===== config.mk =====
export PLATFORM = sky130hd
export DESIGN_NAME = cache_line_fill
export DESIGN_NICKNAME = d
export VERILOG_FILES = /design/src/rtl/cache_pkg.sv /design/src/rtl/cache_line_fill_wrap_counter.sv /design/src/rtl/cache_line_fill.sv
export SDC_FILE = /design/constraint.sdc
export NUM_CORES = 1
export LEC_CHECK = 0
export BUFFER_PORTS_ARGS = -buffer_cell sky130_fd_sc_hd__buf_2
export CELL_PAD_IN_SITES_DETAIL_PLACEMENT = 1
export CELL_PAD_IN_SITES_GLOBAL_PLACEMENT = 2
export CORE_MARGIN = 10
export CORE_UTILIZATION = 21
export CTS_CLUSTER_DIAMETER = 150
export DETAILED_ROUTE_END_ITERATION = 16
export PLACE_DENSITY_LB_ADDON = 0.12
export SLEW_MARGIN = 25
export SYNTH_ARGS = -nofsm -noshare
export SYNTH_HDL_FRONTEND = slang
export SYNTH_SLANG_ARGS = --single-unit

===== constraint.sdc =====
create_clock -name clk -period 4.8 [get_ports clk]
set_input_delay 0.72 -clock clk [delete_from_list [all_inputs] [get_ports clk]]
set_output_delay 0.72 -clock clk [all_outputs]
set_load 0.005 [all_outputs]

===== src/rtl/cache_pkg.sv =====
// Shared types and constants for the cache line-fill sequencer.
// Holds the fill FSM state encoding, default geometry and the write mask.
package cache_pkg;

    typedef enum logic [1:0] {
        IDLE,
        REQ,
        FILL,
        DONE
    } fill_state_t;

    localparam int DEF_WORDS      = 16;
    localparam int DEF_BLOCKWORDS = 4;

    localparam logic [3:0] FULL_MASK = 4'b1111;

endpackage


===== src/rtl/cache_line_fill_wrap_counter.sv =====
// Beat offset / beat count tracker for one line burst.
// Ports: clk, reset_n, load+start (begin burst), inc (beat taken),
// off (current word offset), first (no beat yet), last (final beat pending).
module wrap_counter #(
    parameter int BLOCKWORDS = 4,
    parameter int offbits    = $clog2(BLOCKWORDS)
) (
    input  logic               clk,
    input  logic               reset_n,
    input  logic               load,
    input  logic [offbits-1:0] start,
    input  logic               inc,
    output logic [offbits-1:0] off,
    output logic               first,
    output logic               last
);

    logic [offbits-1:0] cnt;

    // Offset width equals log2 of the line size, so the natural
    // overflow of the adder is the modulo-BLOCKWORDS wrap.
    always_ff @(posedge clk or negedge reset_n) begin
        if (!reset_n) begin
            off <= '0;
            cnt <= '0;
        end else if (load) begin
            off <= start;
            cnt <= '0;
        end else if (inc) begin
            off <= off + 1'b1;
            cnt <= cnt + 1'b1;
        end
    end

    assign first = (cnt == '0);
    assign last  = (cnt == offbits'(BLOCKWORDS - 1));

endmodule


===== src/rtl/cache_line_fill.sv =====
// Critical-word-first line-fill sequencer driving the word memory write port.
// Ports: miss request in, memory burst bus, word-memory write port, critical word forward.
module cache_line_fill
    import cache_pkg::*;
#(
    parameter int WORDS      = DEF_WORDS,
    parameter int BLOCKWORDS = DEF_BLOCKWORDS,
    parameter int setbits    = $clog2(WORDS),
    parameter int offbits    = $clog2(BLOCKWORDS)
) (
    input  logic               clk,
    input  logic               reset_n,
    input  logic               MissReq,
    input  logic [31:0]        MissAddr,
    output logic               Busy,
    output logic               FillDone,
    output logic               BusReq,
    output logic [31:0]        BusAddr,
    input  logic               BusValid,
    input  logic [31:0]        BusRData,
    output logic               WMemWE,
    output logic [setbits-1:0] WMemSet,
    output logic [31:0]        WMemWD,
    output logic [3:0]         WMemByteMask,
    output logic               FwdValid,
    output logic [31:0]        FwdData
);

    fill_state_t        state;
    fill_state_t        state_next;
    logic [29:0]        LineAddr;
    logic [offbits-1:0] Off;
    logic               first;
    logic               last;
    logic               accept;
    logic               beat;
    logic               unused_bits;

    assign unused_bits = ^MissAddr[1:0];

    assign accept = (state == IDLE) && MissReq;
    assign beat   = BusValid && ((state == REQ) || (state == FILL));

    wrap_counter #(
        .BLOCKWORDS(BLOCKWORDS),
        .offbits   (offbits)
    ) u_wrap (
        .clk    (clk),
        .reset_n(reset_n),
        .load   (accept),
        .start  (MissAddr[offbits+1:2]),
        .inc    (beat),
        .off    (Off),
        .first  (first),
        .last   (last)
    );

    always_ff @(posedge clk or negedge reset_n) begin
        if (!reset_n) begin
            state    <= IDLE;
            LineAddr <= '0;
        end else begin
            state <= state_next;
            if (accept) begin
                LineAddr <= MissAddr[31:2];
            end
        end
    end

    always_comb begin
        state_next = state;
        unique case (state)
            IDLE: if (MissReq) state_next = REQ;
            REQ:  if (beat) state_next = last ? DONE : FILL;
            FILL: if (beat && last) state_next = DONE;
            DONE: state_next = IDLE;
            default: state_next = IDLE;
        endcase
    end

    always_comb begin
        Busy         = (state != IDLE);
        FillDone     = (state == DONE);
        // Drop the request on the final beat so memory sees no extra cycle.
        BusReq       = ((state == REQ) || (state == FILL)) && !(beat && last);
        BusAddr      = '0;
        WMemWE       = beat;
        WMemSet      = '0;
        WMemWD       = '0;
        WMemByteMask = '0;
        FwdValid     = beat && first;
        FwdData      = '0;
        if (BusReq) begin
            BusAddr = {LineAddr, 2'b00};
        end
        if (beat) begin
            WMemSet      = {LineAddr[setbits-1:offbits], Off};
            WMemWD       = BusRData;
            WMemByteMask = FULL_MASK;
        end
        if (beat && first) begin
            FwdData = BusRData;
        end
    end

endmodule

# Word level (Yosys, flattened, before mapping)
# Cells that the tools add are included.
# Widths: inputs -> output; s select.
[totals]
regBits = 36
input_bits = 68
output_inout_bits = 109
wordCells = 39
[classes]
n_addsub = 2
eq_ne = 7
n_mux = 14
n_reduce_logical = 12
[ops]
columns = ["op", "count"]
rows = [
  ["$mux 32", 3],
  ["$mux 2", 7],
  ["$mux 4", 2],
  ["$pmux 2 s4", 1],
  ["$eq 2x2->1 const B", 3],
  ["$ne 2x2->1 const B", 3],
  ["$logic_and 1x1->1", 5],
  ["$add 2x1->2 const B", 2],
  ["$logic_not 2->1", 2],
  ["$reduce_bool 2->1", 2],
  ["$reduce_and 3->1", 1],
  ["$eq 2x1->1 const B", 1],
  ["$logic_not 1->1", 1],
  ["$logic_or 1x1->1", 1],
  ["$mux 1", 1],
]

# Longest topological paths before layout
# Gate-level depths: netlist (run 1).
[depth]
word_depth = 7
ltp_mapped = 7
mapped_depth_nobuf = 6

# Modules after synthesis
# Synthesis (run 1) repeated with hierarchy kept, for this count alone.
[hier_totals]
cells_unflattened = 231
area_unflattened_um2 = 2285.9
[by_module_without_submodules]
columns = ["module", "instances", "cells_per_inst", "area_per_inst_um2", "seq_area_each_um2"]
rows = [
  ["cache_line_fill", 1, 212, 2077.0, 800.8],
  ["wrap_counter", 1, 19, 209.0, 100.1],
]

# Least setup slack after synthesis (run 1)
# OpenSTA, ideal clock, no wires.
[synth_timing]
kind = "flip-flop to output port"
from = "register state[0]"
to = "output FwdData[22]"
arrival_time_ns = 1.418
setup_slack_ns = 2.662
stages_incl_launch_ff = 6
path_cell_list = "dfrtp_1 inv_1 ha_1 and3_2 buf_4 and2_1"
[synth_between]
elab_chain_cells = 5
[synth_rtl]
columns = ["item", "line", "source"]
rows = [
  ["from (decl)", "cache_line_fill.sv:29", "fill_state_t state;"],
  ["from (signal assigned)", "cache_line_fill.sv:63", "state <= state_next;"],
  ["$eq 2x1->1 or $eq 2x2->1 (tied branches)", "cache_line_fill.sv:42", "assign beat = BusValid && ((state == REQ) || (state == FILL));"],
  ["$logic_or 1x1->1 *", "cache_line_fill.sv:42", ""],
  ["$logic_and 1x1->1 *", "cache_line_fill.sv:42", ""],
  ["$logic_and 1x1->1 *", "--", ""],
  ["via FwdValid", "cache_line_fill.sv:25", "output logic FwdValid,"],
  ["$mux 32 *", "cache_line_fill.sv:101", "if (beat && first) begin"],
  ["to (decl)", "cache_line_fill.sv:26", "output logic [31:0] FwdData"],
]
# Mark *: on every way through the listed nets, which the timed path passes. The rest lies on a longest branch.

# Worst setup path after layout (run 1)
[layout_timing]
from = "register state[1]"
to = "output WMemByteMask[3]"
[layout_between]
elab_chain_cells = 4
[layout_rtl]
columns = ["item", "line", "source"]
rows = [
  ["$eq 2x1->1 or $eq 2x2->1 (tied branches)", "cache_line_fill.sv:42", ""],
  ["$logic_or 1x1->1 *", "cache_line_fill.sv:42", ""],
  ["$logic_and 1x1->1 *", "cache_line_fill.sv:42", ""],
  ["$mux 4 *", "cache_line_fill.sv:96", "if (beat) begin"],
  ["to (decl)", "cache_line_fill.sv:24", "output logic [3:0] WMemByteMask,"],
]
# Mark *: on every way between the ends. The rest lies on a longest branch, timed or not.

==> results of run 1 <==
flip-flops by register name (all words and copies together) (netlist names):
signal / count
LineAddr: 30
state: 2
u_wrap.cnt: 2
u_wrap.off: 2
placed cells by master (no fill, tap or decap), drive strengths merged:
cell	n
nor2	1
a211o	1
xnor2	3
and3	68
ha	7
inv	6
o21ai	2
buf	176
a221oi	1
dfrtp	36
nor2b	1
a32o	1
nand3	1
clkbuf	8
mux2i	1
nand2	96
a21oi	2
and2	34
conb	2
a211oi	1
layer usage:
metal / track usage [%] / part of all wire (%) / up-vias
li1: - / - / 1241
met1: 13.7 / 42 / 1188
met2: 20.4 / 48 / 111
met3: 4.89 / 9.3 / 2
met4: 2.12 / 0.42 / 0
met5: 0 / 0 / -
logic make-up (layout without fill, tap and decap cells):
group	Yosys count	in the layout	share of synthesized area, %
adder cells (fa/ha/maj)	7	7	3.81
other	1	2	0.163
XOR/XNOR	3	3	1.14
flip-flops	36	36	39.2
multiplexers	1	1	0.436
buffers and inverters	36	190	7.84
AO/OA/AOI/OAI	8	8	2.67
AND/OR/NAND/NOR	201	201	44.7
cell type report:
class                      count  area, µm²  area share, %
inverter                       6       22.5          0.682
clock buffer                   8       90.1           2.73
multi-input combinational    222       1220           37.1
sequential                    36        901           27.3
tap                          140        175           5.30
timing repair buffer         176        891           27.0
stage by stage:
stage	instances	area, µm²
6_report	588	3300
2_1_floorplan	294	2300
5_1_grt	588	3300
4_1_cts	588	3300
3_5_place_dp	580	3210
3_3_place_gp	580	3210
cells in the mapped netlist:
cell       n  share of area (%)
o21ai_1    1               0.22
and3_1    67                 18
and2_1    34                9.3
nand2_1   95                 16
a32o_1     1               0.44
buf_2      6                1.3
nand2_4    1               0.49
buf_6      1               0.49
dfrtp_1   36                 39
nor2b_1    1               0.27
clkbuf_2   3               0.65
conb_1     1               0.16
clkbuf_1  13                2.1
a211o_1    1               0.38
a221oi_2   1               0.65
mux2i_1    1               0.44
xnor2_1    3                1.1
and3_2     1               0.33
inv_1      6               0.98
ha_1       7                3.8
a21oi_1    2               0.44
nand3_2    1               0.44
buf_4      7                2.3
o21ai_0    1               0.22
nor2_1     1               0.16
a211oi_1   1               0.33
worst min-delay path, stage by stage (launching register included):
cell and delay (ns):
dfrtp_1 0.34, nand2_1 0.05, nand2_1 0.05
power groups by stage:
stage          registers, µW  clock network (µW)  logic (µW)
6_report                 520                 221        1220
5_1_grt                  544                 259        1410
4_1_cts                  522                 234        1270
2_1_floorplan            506                   0         749
3_3_place_gp             523                   0        1270
3_5_place_dp             528                   0        1260
worst max-delay path by stage:
stage                                     from  slack, ns              end
after detailed placement              BusValid       1.60      BusAddr[14]
after floorplan           state[0]$_DFFE_PN0P_       2.66      FwdData[22]
after global placement                BusValid       1.52      BusAddr[20]
final                     state[1]$_DFFE_PN0P_       1.56  WMemByteMask[3]
after CTS                 state[1]$_DFFE_PN0P_       1.49  WMemByteMask[3]
after global routing      state[0]$_DFFE_PN0P_       1.30  WMemByteMask[3]
==> impl_metrics.ini, run 1 <==
[outcome]
status = finished, final reports clean

[timing]
fin_tns_setup_ns = 0
finClkSkew_ns = 0.00618
whs_ns = 0.467
setup_viol = 0
drv_slew = 0
rsz0062_at_grt = false
tightest_slew_ns = 0.862
period_share_pct = 67.4
hold_viol_final = 0
fin_crit_ns = 3.24
setup_ws_ns = 1.56
maxSlewHeadroom_pct = 42.5
max_freq_mhz = 309

[clocking]
clk_pin_slew_ns = 0.07
holdBufCountCts = 0
numCtsBuffers = 5
cts.sinks = 36
post_cts_resized = 0
cts_setup_buffers = 0
worstSkewPairLatency_ns = 0.28
h-tree-depth = 2
cts_tree = yes
max-clock-path-buffers = 2
clockRootBuffer = clkbuf_8

[power]
net-switching-power_uw = 854
ir_drop_mv = 0.178
p_leak_uw = 0.00219
power.density_mw_per_mm2 = 593
p_sw_share_pct = 43.5
p_int_uw = 1110
power.share.combinational_pct = 62.2
power_uw = 1960
seqPwrFrac_pct = 26.5
power.share.clock_pct = 11.3

[global_routing]
grt_pass1_wl_um = 15500
track_usage_pct = 11.9
gr-total-overflow = 0
antenna_found_initial = 0
grt_max_degree = 41
grt_pass1_vias = 2723

[die]
dieArea_mm2 = 0.0155
start_util_pct = 21.3
die_y_um = 125
die_w_um = 125
core_mm2 = 0.0108
num_rows = 38
io_pins = 177

[synth]
syn_area_mm2 = 0.00230
ys_seq_elements = 36
syn-instance-count = 293
ys_seq_area_share_pct = 39.2
synth_cell_type_count = 26
syn_area_per_cell_um2 = 7.84
synth_warnings = 0

[place]
port_buffers = 172
finalWeightedCongestion = 0.768
hpwlAfterDp_um = 7270
dp_slack_ns = 1.60

[flow_run]
drv_cap = 0

[worst_setup_path]
r2r_slack_ns = 2.37
crit_top_cell = inv_1
cp.depth = 6
critPathMaxFanout = 37
rr_worst_depth = 7
slowest_delay_ns = 0.72
crit_family = buffers and inverters
crit_arrival_ns = 2.52
cp_cell_sequence = inv_1, ha_2, buf_4, nand2_4, inv_1, buf_2
crit_path_end_kind = output port
cp.required_ns = 4.08
criticalPathCategory = flop to output port
reg2reg_to = u_wrap.off[0]$_DFFE_PN0P_
cp_slowest_cell = ha_2
r2r-start = state[1]$_DFFE_PN0P_
setup.worst_path.start_class = flop
crit_buf_inv = 4

[worst_hold_path]
min_path_type = flop to flop
min_path_cells = 2
min_from = LineAddr[12]$_DFFE_PN0P_
hold_end = LineAddr[12]$_DFFE_PN0P_

[detailed_routing]
wire_per_inst_um = 16.3
ant_nets = 0
routed_wl_um = 9570
drc = 0
first_pass_iters = 4
vias_per_cell = 4.32
drt_iter0_drc = 113
num_vias = 2542

[final_layout]
finalNetCount = 522
antenna_cells = 0
utilization_pct = 30.6
post_route_cells_drive_above_1_share_pct = 42.0
synthToLayoutAreaGrowth_pct = 43.8
fillers = 1365
(Power assumes the default switching activity.)
==> inputs of run 2 (changes only) <==
--- a/config.mk
+++ b/config.mk
@@ -5,11 +5,12 @@
 export SDC_FILE = /design/constraint.sdc
 export NUM_CORES = 1
 export LEC_CHECK = 0
+export ABC_AREA = 1
 export BUFFER_PORTS_ARGS = -buffer_cell sky130_fd_sc_hd__buf_2
 export CELL_PAD_IN_SITES_DETAIL_PLACEMENT = 1
 export CELL_PAD_IN_SITES_GLOBAL_PLACEMENT = 2
 export CORE_MARGIN = 10
-export CORE_UTILIZATION = 21
+export CORE_UTILIZATION = 17
 export CTS_CLUSTER_DIAMETER = 150
 export DETAILED_ROUTE_END_ITERATION = 16
 export PLACE_DENSITY_LB_ADDON = 0.12
==> constraint.sdc (replaced) <==
create_clock -name clk -period 2.8 [get_ports clk]
set_input_delay 0.42 -clock clk [delete_from_list [all_inputs] [get_ports clk]]
set_output_delay 0.42 -clock clk [all_outputs]
set_load 0.005 [all_outputs]
==> run 2 against run 1 <==
Area after synthesis down 0.49%. Wire length is 3.9% lower. Hold slack lost 0.21 ns. Non-clock buffer count stayed put. Synthesized cell count up 12%. First-iteration DRC count shrank 47%.
==> impl_metrics.ini, run 2 <==
[worst_setup_path]
reg2reg_to = state[1]$_DFFE_PN0P_
r2r_slack_ns = 0.93
crit_path_end_kind = output port
cp-endpoint = FwdData[1]
rr_worst_depth = 9
setup.worst_path.start_class = flop
cp.required_ns = 2.38
critPathMaxFanout = 33
r2r-start = state[0]$_DFFE_PN0P_
startpoint = state[0]$_DFFE_PN0P_
crit_arrival_ns = 2.05
criticalPathCategory = flop to output port

[clocking]
cts_setup_buffers = 0
post_cts_resized = 0
clk_pin_slew_ns = 0.06
h-tree-depth = 2
max-clock-path-buffers = 2
clockRootBuffer = clkbuf_16
holdBufCountCts = 0
cts.sinks = 36
numCtsBuffers = 5
cts_tree = yes
worstSkewPairLatency_ns = 0.28

[global_routing]
gr-total-overflow = 0
grt_pass1_wl_um = 13800
antenna_found_initial = 0
grt_max_degree = 40
track_usage_pct = 9.38
grt_pass1_vias = 2545

[power]
seqPwrFrac_pct = 25.0
net-switching-power_uw = 1550
ir_drop_mv = 0.427
power_uw = 3430
p_int_uw = 1890
power.share.combinational_pct = 58.4
power.share.clock_pct = 16.6
p_sw_share_pct = 45.0
power.density_mw_per_mm2 = 1010
p_leak_uw = 0.00212

[detailed_routing]
routed_wl_um = 9190
ant_nets = 0
wire_per_inst_um = 13.7
drt_iter0_drc = 60
drc = 0
first_pass_iters = 4
vias_per_cell = 3.75
num_vias = 2506

[timing]
fin_crit_ns = 2.47
rsz0062_at_grt = false
finClkSkew_ns = 0.00419
max_freq_mhz = 405
maxSlewHeadroom_pct = 42.3
setup_viol = 0
hold_viol_final = 0
tightest_slew_ns = 0.865
setup_ws_ns = 0.331
period_share_pct = 88.2
drv_slew = 0
fin_tns_setup_ns = 0

[place]
finalWeightedCongestion = 0.757
hpwlAfterDp_um = 7420
dp_slack_ns = 0.592
port_buffers = 172

[synth]
synth_common_cells = inv_1, nor2_1, nand2_1
synth.most_common_cell = inv_1
synthTopCellsByArea = dfrtp_1, inv_1, nor2_1
ys.flop_type = dfrtp_1
synth_compound_area_share_pct = 7.44
async_reset_ff_share_pct = 100
ys_seq_area_share_pct = 39.4
synth_cell_type_count = 18
synthAdderAreaFrac_pct = 3.83
syn_area_per_cell_um2 = 6.95
synth_top_area_share_pct = 39.4
synth_xor_area_share_pct = 0
syn_area_mm2 = 0.00229
synth-edff-count = 0
synth_top_family_by_area = simple AND/OR/NAND/NOR gates
synth-simple-area-share_pct = 29.5
syn-instance-count = 329
ys_seq_elements = 36
synth_area_leader_cell = dfrtp_1
synth_warnings = 0
synthMuxAreaShare_pct = 0

[final_layout]
synthToLayoutAreaGrowth_pct = 48.3
fillers = 1696
regMostFlops = LineAddr
final_common_cell = buf_2
multi_input_area_um2 = 940
finalNetCount = 566
largest_reg_flops = 30
register_area_um2 = 901
layout_common_cells = buf_2, inv_1, nor2_1
post_route_cells_drive_above_1_share_pct = 44.3

[flow_run]
drv_cap = 0

[outcome]
status = finished, final reports clean

[die]
dieArea_mm2 = 0.0185
die_y_um = 136
num_rows = 42
core_mm2 = 0.0132
start_util_pct = 17.3
io_pins = 177
die_w_um = 136

[worst_hold_path]
min_path_type = input pin to asynchronous set/reset pin
==> run 2: changes by cell type after synthesis, moves of 29 or more <==
cell	previous run	this run
inv_1	6	74
and2_1	34	0
nor2_1	1	68
nor2_2	0	29
o21ai_0	1	33
nand2_1	95	42
and3_1	67	0
==> run 2: how the worst min path moves through the flow <==
| stage | end | from | slack [ns] |
|---|---|---|---|
| after floorplan | LineAddr[0]$_DFFE_PN0P_ | reset_n | 0.12 |
| after global placement | u_wrap.off[1]$_DFFE_PN0P_ | u_wrap.off[1]$_DFFE_PN0P_ | 0.50 |
| after detailed placement | u_wrap.off[1]$_DFFE_PN0P_ | u_wrap.off[1]$_DFFE_PN0P_ | 0.50 |
| after CTS | LineAddr[19]$_DFFE_PN0P_ | reset_n | 0.30 |
| after global routing | LineAddr[19]$_DFFE_PN0P_ | reset_n | 0.32 |
| final | LineAddr[19]$_DFFE_PN0P_ | reset_n | 0.25 |
==> run 2: routing by layer <==
metal,vias to the layer above,routed length (µm),part of all wire (%),global-route usage [%]
li1,1265,-,-,-
met1,1120,3660,40,10.0
met2,114,4290,47,16.0
met3,7,1160,13,4.80
met4,0,85,0.92,2.49
met5,-,0,0,0
==> run 2: cell families (layout without fill, tap and decap cells) <==
kind of cell               count (synthesis)  count (layout)
buffers and inverters                     98             260
adders and majority gates                  7               7
DFF                                       36              36
AOI/OAI and AO/OA                         34              34
and+or+nand+nor                          153             153
other                                      1               3
==> run 2: cell type report <==
cell class                 instances  area share, %
multi-input combinational        196           27.7
sequential                        36           26.6
timing repair buffer             176           26.3
inverter                          76           8.49
tap                              176           6.49
clock buffer                       6           4.10
clock inverter                     2          0.295
antenna                            1         0.0738
==> run 2: metrics by stage <==
stage	util [%]	instances	cell area (µm²)	hold WS, ns
2_1_floorplan	-	330	2290	0.124
3_3_place_gp	24.6	660	3240	0.501
3_5_place_dp	24.6	660	3240	0.499
4_1_cts	25.7	668	3390	0.302
5_1_grt	25.7	668	3390	0.324
6_report	25.7	669	3390	0.253
==> run 2: power by group through the flow <==
stage                     sequential (µW)  combinational [µW]  clock [µW]
final                                 860                2010         569
after global routing                  897                2330         620
after CTS                             867                2120         599
after detailed placement              874                2110           0
after global placement                868                2110           0
after floorplan                       848                1260           0
==> run 2: critical path: stages (launching register included) <==
cell and delay, ns:
dfrtp_1 0.41, inv_1 0.12, ha_1 0.38, nand2_2 0.09, inv_4 0.12, nand2_4 0.30, nor2_1 0.18, buf_2 0.15
==> inputs of run 3 (changes only) <==
--- a/config.mk
+++ b/config.mk
@@ -14,6 +14,8 @@
 export CTS_CLUSTER_DIAMETER = 150
 export DETAILED_ROUTE_END_ITERATION = 16
 export PLACE_DENSITY_LB_ADDON = 0.12
+export REMOVE_ABC_BUFFERS = 1
+export SETUP_SLACK_MARGIN = 0.02
 export SLEW_MARGIN = 25
 export SYNTH_ARGS = -nofsm -noshare
 export SYNTH_HDL_FRONTEND = slang
==> run 3 against run 2 <==
Clock-buffer cell count up 2. Core utilization up 0.17 points. Combinational power is essentially flat. Maximum frequency is 1.1% higher. Non-clock buffer count increased by 1. Clock skew is 0.0028 ns lower. Final area up 0.66%. Critical endpoint unchanged.
==> impl_metrics.ini, run 3 (synthesized netlist as in run 2, its figures left out) <==
[global_routing]
track_usage_pct = 9.71
gr-total-overflow = 0
grt_pass1_vias = 2664
grt_pass1_wl_um = 14500
antenna_found_initial = 1
grt_max_degree = 40

[clocking]
numCtsBuffers = 5
cts_tree = yes
post_cts_resized = 0
holdBufCountCts = 0
cts.sinks = 36
h-tree-depth = 2
cts_setup_buffers = 0
max-clock-path-buffers = 2
clk_pin_slew_ns = 0.06
clockRootBuffer = clkbuf_16
worstSkewPairLatency_ns = 0.28

[power]
power.density_mw_per_mm2 = 1010
seqPwrFrac_pct = 24.9
net-switching-power_uw = 1560
power.share.clock_pct = 16.5
power.share.combinational_pct = 58.6
p_leak_uw = 0.00213
power_uw = 3450
p_sw_share_pct = 45.1
ir_drop_mv = 0.370
p_int_uw = 1900

[timing]
setup_viol = 0
rsz0062_at_grt = false
finClkSkew_ns = 0.00139
tightest_slew_ns = 0.536
drv_slew = 0
hold_viol_final = 0
fin_tns_setup_ns = 0
period_share_pct = 87.2
fin_crit_ns = 2.44
maxSlewHeadroom_pct = 64.3
max_freq_mhz = 410

[worst_setup_path]
crit_arrival_ns = 2.02
setup.worst_path.start_class = flop
critPathMaxFanout = 33
criticalPathCategory = flop to output port
slowest_delay_ns = 0.43
r2r_slack_ns = 0.93
cp.required_ns = 2.38
crit_path_end_kind = output port
cp_cell_sequence = inv_1, ha_1, nand2_2, inv_4, nand2_4, nor2_1, buf_2
crit_family = simple AND/OR/NAND/NOR gates
cp_slowest_cell = dfrtp_1
crit_buf_inv = 3

[detailed_routing]
routed_wl_um = 9410
drt_iter0_drc = 41
wire_per_inst_um = 14.1
vias_per_cell = 3.76
num_vias = 2515
drc = 0
first_pass_iters = 4
ant_nets = 0

[die]
start_util_pct = 17.3
core_mm2 = 0.0132
num_rows = 42
dieArea_mm2 = 0.0185
die_w_um = 136
io_pins = 177
die_y_um = 136

[place]
hpwlAfterDp_um = 7530
finalWeightedCongestion = 0.781
port_buffers = 172

[final_layout]
utilization_pct = 25.9
final_common_cell = buf_2
antenna_cells = 0
finalNetCount = 567
layout_common_cells = buf_2, inv_1, nor2_1
synthToLayoutAreaGrowth_pct = 49.3
post_route_cells_drive_above_1_share_pct = 44.0
largest_reg_flops = 30
regMostFlops = LineAddr

[outcome]
status = finished, final reports clean

[flow_run]
drv_cap = 0

[worst_hold_path]
min_path_type = input pin to asynchronous set/reset pin
[run 3: area by class of cell]
| type | count | area, µm² |
|---|---|---|
| clock buffers | 8 | 146 |
| multi-input cells | 196 | 940 |
| fillers | 1678 | 9780 |
| inverters | 76 | 288 |
| flip-flops and latches | 36 | 901 |
| repair buffers | 177 | 918 |
| well taps | 176 | 220 |
[run 3: worst paths after layout]
kind,cells past startpoint,from,end
min reg2reg,2,u_wrap.off[1]$_DFFE_PN0P_,u_wrap.off[1]$_DFFE_PN0P_
max in group asynchronous,2,reset_n,state[0]$_DFFE_PN0P_
min,1,reset_n,LineAddr[29]$_DFFE_PN0P_
max,7,state[0]$_DFFE_PN0P_,FwdData[1]
max reg2reg,9,state[0]$_DFFE_PN0P_,state[0]$_DFFE_PN0P_
min in group clk,3,MissAddr[28],LineAddr[26]$_DFFE_PN0P_
[run 3: layer usage]
| metal | vias to the layer above | global-route usage [%] | share of wire, % |
|---|---|---|---|
| met5 | - | 0 | 0.21 |
| met4 | 2 | 1.95 | 0.78 |
| met3 | 7 | 4.65 | 13 |
| met2 | 137 | 15.7 | 43 |
| met1 | 1105 | 11.5 | 43 |
| li1 | 1264 | - | - |
[run 3: per-stage QoR]
step	instances	setup slack (ns)	cell area [µm²]	hold WS, ns
CTS	668	0.276	3390	0.306
global placement	660	0.606	3240	0.497
finish	669	0.358	3410	0.0992
global route	669	0.132	3410	0.131
detailed placement	660	0.589	3240	0.506
floorplan	308	0.524	2130	0.124
[run 3: worst register-to-register path: stages, from the launching register on]
cell	delay, ns
dfrtp_1	0.43
inv_1	0.12
ha_1	0.36
nand2_2	0.11
buf_4	0.37
nand2_1	0.13
nand2_1	0.08
inv_1	0.05
nand3_1	0.06
nand2_1	0.05
[run 3: power by group through the flow]
stage	logic (µW)	clock network, µW	registers, µW
after floorplan	1070	0	848
after detailed placement	2120	0	873
after global routing	2350	621	897
after global placement	2110	0	866
after CTS	2130	598	865
final	2020	570	859
